### src/rtl/timer_ctrl8_if.sv
// Command/configuration and status bundle between a timer user and timer_ctrl8.
// The master drives configuration and commands; the slave (the timer) returns status.
interface timer_ctrl8_if #(
    parameter int PRESC_W = 8
);
    logic               cfg_we;
    logic [7:0]         cfg_load;
    logic [7:0]         cfg_cmp;
    logic [PRESC_W-1:0] cfg_presc;
    logic               cfg_auto;
    logic               start;
    logic               stop;
    logic               hold;
    logic [7:0]         count;
    logic               busy;
    logic               match;
    logic               done;

    modport master (
        output cfg_we, cfg_load, cfg_cmp, cfg_presc, cfg_auto,
        output start, stop, hold,
        input  count, busy, match, done
    );

    modport slave (
        input  cfg_we, cfg_load, cfg_cmp, cfg_presc, cfg_auto,
        input  start, stop, hold,
        output count, busy, match, done
    );
endinterface

### src/rtl/timer_ctrl8.sv
// 8-bit prescaled up-counter sequencer: one-shot or periodic intervals with
// pause/abort control and a one-cycle match pulse on every terminal count.
module timer_ctrl8 #(
    parameter int PRESC_W = 8
) (
    input  logic         clk,
    input  logic         rst,
    timer_ctrl8_if.slave bus
);

    typedef enum logic [1:0] {
        S_IDLE  = 2'd0,
        S_RUN   = 2'd1,
        S_PAUSE = 2'd2,
        S_DONE  = 2'd3
    } state_t;

    state_t             r_state,     w_state_nxt;
    logic [7:0]         r_count,     w_count_nxt;
    logic [7:0]         r_load,      w_load_nxt;
    logic [7:0]         r_cmp,       w_cmp_nxt;
    logic [PRESC_W-1:0] r_presc,     w_presc_nxt;
    logic [PRESC_W-1:0] r_presc_cnt, w_presc_cnt_nxt;
    logic               r_auto,      w_auto_nxt;
    logic               r_match,     w_match_nxt;
    logic               r_busy,      w_busy_nxt;
    logic               r_done,      w_done_nxt;

    always_ff @(posedge clk or posedge rst) begin
        if (rst) begin
            r_state     <= S_IDLE;
            r_count     <= 8'h00;
            r_load      <= 8'h00;
            r_cmp       <= 8'hFF;
            r_presc     <= '0;
            r_presc_cnt <= '0;
            r_auto      <= 1'b0;
            r_match     <= 1'b0;
            r_busy      <= 1'b0;
            r_done      <= 1'b0;
        end else begin
            r_state     <= w_state_nxt;
            r_count     <= w_count_nxt;
            r_load      <= w_load_nxt;
            r_cmp       <= w_cmp_nxt;
            r_presc     <= w_presc_nxt;
            r_presc_cnt <= w_presc_cnt_nxt;
            r_auto      <= w_auto_nxt;
            r_match     <= w_match_nxt;
            r_busy      <= w_busy_nxt;
            r_done      <= w_done_nxt;
        end
    end

    always_comb begin
        w_state_nxt     = r_state;
        w_count_nxt     = r_count;
        w_load_nxt      = r_load;
        w_cmp_nxt       = r_cmp;
        w_presc_nxt     = r_presc;
        w_presc_cnt_nxt = r_presc_cnt;
        w_auto_nxt      = r_auto;
        w_match_nxt     = 1'b0;

        case (r_state)
            S_IDLE, S_DONE: begin
                if (bus.cfg_we) begin
                    w_load_nxt  = bus.cfg_load;
                    w_cmp_nxt   = bus.cfg_cmp;
                    w_presc_nxt = bus.cfg_presc;
                    w_auto_nxt  = bus.cfg_auto;
                end
                // A same-cycle configuration write feeds the start load directly.
                if (bus.start) begin
                    w_count_nxt     = bus.cfg_we ? bus.cfg_load : r_load;
                    w_presc_cnt_nxt = '0;
                    w_state_nxt     = S_RUN;
                end
            end
            S_RUN: begin
                if (bus.stop) begin
                    w_state_nxt = S_IDLE;
                end else if (bus.hold) begin
                    w_state_nxt = S_PAUSE;
                end else if (r_presc_cnt == r_presc) begin
                    w_presc_cnt_nxt = '0;
                    if (r_count == r_cmp) begin
                        w_match_nxt = 1'b1;
                        if (r_auto) begin
                            w_count_nxt = r_load;
                        end else begin
                            w_state_nxt = S_DONE;
                        end
                    end else begin
                        w_count_nxt = r_count + 8'd1;
                    end
                end else begin
                    w_presc_cnt_nxt = r_presc_cnt + 1'b1;
                end
            end
            S_PAUSE: begin
                // Leaving PAUSE only re-enters RUN; counting resumes on the next edge.
                if (bus.stop) begin
                    w_state_nxt = S_IDLE;
                end else if (!bus.hold) begin
                    w_state_nxt = S_RUN;
                end
            end
            default: begin
                w_state_nxt = S_IDLE;
            end
        endcase

        w_busy_nxt = (w_state_nxt == S_RUN) || (w_state_nxt == S_PAUSE);
        w_done_nxt = (w_state_nxt == S_DONE);
    end

    assign bus.count = r_count;
    assign bus.busy  = r_busy;
    assign bus.match = r_match;
    assign bus.done  = r_done;

endmodule
### src/flat_wrapper.sv
// flat-port wrapper written by rule: the top's interface ports become plain ports
module timer_ctrl8_flat 
#(
    parameter int PRESC_W = 8
)
  (clk, rst, bus_cfg_we, bus_cfg_load, bus_cfg_cmp, bus_cfg_presc, bus_cfg_auto, bus_start, bus_stop, bus_hold, bus_count, bus_busy, bus_match, bus_done);
  timer_ctrl8_if #(.PRESC_W(PRESC_W)) bus_i ();
  input  logic clk;
  input  logic rst;
  input wire logic [$bits(bus_i.cfg_we)-1:0] bus_cfg_we;
  input wire logic [$bits(bus_i.cfg_load)-1:0] bus_cfg_load;
  input wire logic [$bits(bus_i.cfg_cmp)-1:0] bus_cfg_cmp;
  input wire logic [$bits(bus_i.cfg_presc)-1:0] bus_cfg_presc;
  input wire logic [$bits(bus_i.cfg_auto)-1:0] bus_cfg_auto;
  input wire logic [$bits(bus_i.start)-1:0] bus_start;
  input wire logic [$bits(bus_i.stop)-1:0] bus_stop;
  input wire logic [$bits(bus_i.hold)-1:0] bus_hold;
  output wire logic [$bits(bus_i.count)-1:0] bus_count;
  output wire logic [$bits(bus_i.busy)-1:0] bus_busy;
  output wire logic [$bits(bus_i.match)-1:0] bus_match;
  output wire logic [$bits(bus_i.done)-1:0] bus_done;
  assign bus_i.cfg_we = bus_cfg_we;
  assign bus_i.cfg_load = bus_cfg_load;
  assign bus_i.cfg_cmp = bus_cfg_cmp;
  assign bus_i.cfg_presc = bus_cfg_presc;
  assign bus_i.cfg_auto = bus_cfg_auto;
  assign bus_i.start = bus_start;
  assign bus_i.stop = bus_stop;
  assign bus_i.hold = bus_hold;
  assign bus_count = bus_i.count;
  assign bus_busy = bus_i.busy;
  assign bus_match = bus_i.match;
  assign bus_done = bus_i.done;
  timer_ctrl8 #(.PRESC_W(PRESC_W)) u_core (.clk(clk), .rst(rst), .bus(bus_i));
endmodule
### config.mk
export PLATFORM = sky130hd
export DESIGN_NAME = timer_ctrl8_flat
export DESIGN_NICKNAME = d
export VERILOG_FILES = /design/src/rtl/timer_ctrl8_if.sv /design/src/rtl/timer_ctrl8.sv /design/src/flat_wrapper.sv
export SDC_FILE = /design/constraint.sdc
export NUM_CORES = 1
export LEC_CHECK = 0
export ABC_CLOCK_PERIOD_IN_PS = 3100
export CORE_ASPECT_RATIO = 0.7
export CORE_UTILIZATION = 60
export CTS_BUF_LIST = sky130_fd_sc_hd__clkbuf_8
export DETAILED_ROUTE_END_ITERATION = 8
export DONT_BUFFER_PORTS = 1
export PLACE_DENSITY_LB_ADDON = 0.15
export SETUP_SLACK_MARGIN = 0.5
export SYNTH_ARGS = -nofsm -noshare
export SYNTH_HDL_FRONTEND = slang
export SYNTH_SLANG_ARGS = --single-unit
### constraint.sdc
create_clock -name clk -period 3.1 [get_ports clk]
set_input_delay 0.93 -clock clk [delete_from_list [all_inputs] [get_ports clk]]
set_output_delay 0.93 -clock clk [all_outputs]
set_load 0.01 [all_outputs]
==> reports/results.tsv <==
metric	value	unit
holdPathStages	1	
fp.dieH	56.4	µm
netlist_top_cells_count	38 x dfrtp_1, 21 x mux2_1, 18 x nand2_1, 18 x xnor2_1, 13 x inv_1	
drcViolationCount	0	
cpLargestDelayFamily	simple AND/OR/NAND/NOR gates	
cts_root_buffer	clkbuf_8	
cts_tree	yes	
io_buffers	0	
final_nets	275	
synth.largest_area_cell	dfrtp_1	
grt_max_degree	32	
synth_top_family_by_area	compound AO/OA/AOI/OAI gates	
grt_usage	27.7	%
period_share	77.3	%
yosysWarnings	0	
crit_arrival	2.58	ns
io_pins	42	
min_from	u_core.r_load[5]$_DFFE_PP0N_	
first_global_vias	1958	
antenna_found_initial	1	
peakVddDrop	0.667	mV
firstDrtPassIters	6	
core	3990	µm²
worstMarginPinSlew	1.10	ns
synth.distinct_cells	49	
synthSimpleGateAreaFrac	14.2	%
postSynthAreaPerCell	10.6	µm²
final_layout_size_suffix_gt1_share	11.3	%
r2r_cells	6	
crit_type	reg -> reg	
crit_start	u_core.bus.count[5]$_DFFE_PP0P_	
start_kind	flip-flop	
tns	0	ns
clkLatencyLatePin	0.29	ns
dieArea	4500	µm²
status	complete, no violations	
cts_hold_buf	0	
worstPathCellList	xnor2_1, nand4_1, nor2_1, a311oi_1, nor3_1, ha_1	
syn_nets	275	
slowest_stage	dfrtp_1	
first_iter_violations	193	
met3_length	462	µm
htreeDepth	2	
netlist_top_cells_area	dfrtp_1 37%, mux2_1 9.3%, dfstp_2 8.3%	
period_minus_slack	2.40	ns
setup_viol	0	
gp_congestion	0.883	
hold_viol	0	
die_width	79.8	µm
detailed_place_hpwl	4020	µm
drt-total-wl	5460	µm
clkTransAtPathRegs	0.09	ns
finalInstanceArea	2670	µm²
slowest_delay	0.50	ns
drtAntennaViolNets	0	
ys_seq_elements	46	
max-slew-margin-rel	26.3	%
rows	19	
num_vias	1902	
dr_wl_met2	2450	µm
synthArstFlopShare	100	%
clock_path_buffers	2	
area_growth_syn_to_layout	4.93	%
placed_cell_area	2570	µm²
cts-resized-gates	0	
synthMuxAreaShare	11.0	%
crit_required	3.28	ns
seq_area_frac_synth	45.7	%
synth_most_common_cell	dfrtp_1	
crit_fanout	10	
fmax	417	MHz
hold_end	u_core.r_load[5]$_DFFE_PP0N_	
synthesis.area	2540	µm²
wl_met1	2520	µm
routed_via_density	6.49	
r2r-end	u_core.bus.busy$_DFF_PP0_	
hp-class	reg -> reg	
p_leak	1.07	nW
synth_xor_area_share	7.24	%
initial_core_util	63.6	%
critPathBufInv	0	
p_per_area	1050	nW/µm²
syn_inst	239	
rsz0062_at_grt	no	
synth_fa_ha_area_share	2.46	%
cts-buffers-inserted	5	
post_cts_buffers	0	
fin_skew	0.0108	ns
routed.top_layer	met4	
synth_compound_gate_area_share	14.8	%
grt-ovfl-total	0	
cap_violations	0	
drv_slew	0	
synth-edff-count	0	
synth_top_area_share	37.4	%
worst-r2r-setup-slack	0.70	ns
r2r-start	u_core.bus.count[5]$_DFFE_PP0P_	
end_kind	flip-flop	
clock_sinks	46	
ys.flop_type	dfrtp_1	
grt_pass1_wl	9430	µm
wire_per_inst	18.6	µm
## where the power goes
group	leakage, nW	switching (mW)	total (mW)	internal [mW]
clock	0.0524	0.194	0.371	0.177
sequential	0.554	0.290	1.18	0.892
combinational	0.467	0.695	1.24	0.542
## layout by cell type (no fill, tap or decap), drive strengths merged, types with 3 or more instances in the layout
master  synthesis  routed
a21oi           5       5
a31oi           8       8
a41oi           4       4
and4            6       6
buf             7       4
clkbuf          4       6
dfrtp          38      38
dfstp           8       8
ha              5       5
inv            14      14
mux2           23      23
nand2          18      18
nand3           5       5
nand4          10      10
nor2           10      10
nor3            5       5
o211ai          4       4
o21ai          13      13
o221ai          5       5
or2             3       3
xnor2          18      18
xor2            3       3
## registers in the layout (all words and copies together), names as in the netlist, 2 cells and up
name,count
u_core.bus.count,8
u_core.r_presc,8
u_core.r_cmp,8
u_core.r_state,2
u_core.r_load,8
u_core.r_presc_cnt,8
## cell families (layout without fill, tap and decap cells)
kind of cell    after synthesis  count (layout)
other cells                   0               1
mux                          25              25
simple gates                 65              65
flops                        46              46
fa+ha+maj                     5               5
buf+inv                      25              26
compound gates               52              52
xor+xnor                     21              21
## how the worst max path moves through the flow
stage | depth (start not counted) | end
floorplan | 4 | u_core.r_presc[0]$_DFFE_PP0P_
global placement | 6 | u_core.bus.busy$_DFF_PP0_
detailed placement | 6 | u_core.bus.busy$_DFF_PP0_
CTS | 6 | u_core.bus.busy$_DFF_PP0_
global route | 6 | u_core.bus.busy$_DFF_PP0_
finish | 6 | u_core.bus.busy$_DFF_PP0_
## per-stage QoR
step	hold slack, ns	setup WS, ns	std cells	util, %	power [mW]
3_5_place_dp	0.477	0.836	284	64.4	2.41
5_1_grt	0.508	0.504	293	66.7	3.00
3_3_place_gp	0.473	0.958	284	64.4	2.34
4_1_cts	0.497	0.775	292	66.7	2.79
6_report	0.498	0.703	293	66.7	2.79
2_1_floorplan	0.456	1.03	239	-	2.15
## metal layers
layer / vias to the layer above / GRT usage, %
li1: 877 / -
met1: 945 / 40.2
met2: 75 / 40.8
met3: 5 / 8.13
met4: 0 / 7.40
met5: - / 0
## cell type report
type	instances	area [µm²]
fillers	316	1330
multi-input cells	168	1260
well taps	52	65.1
flip-flops and latches	46	1160
diodes	1	2.50
clock buffers	6	82.6
repair buffers	4	30.0
clock inverters	2	8.76
inverters	14	52.6
No activity file was read; power rests on OpenSTA's default activity.
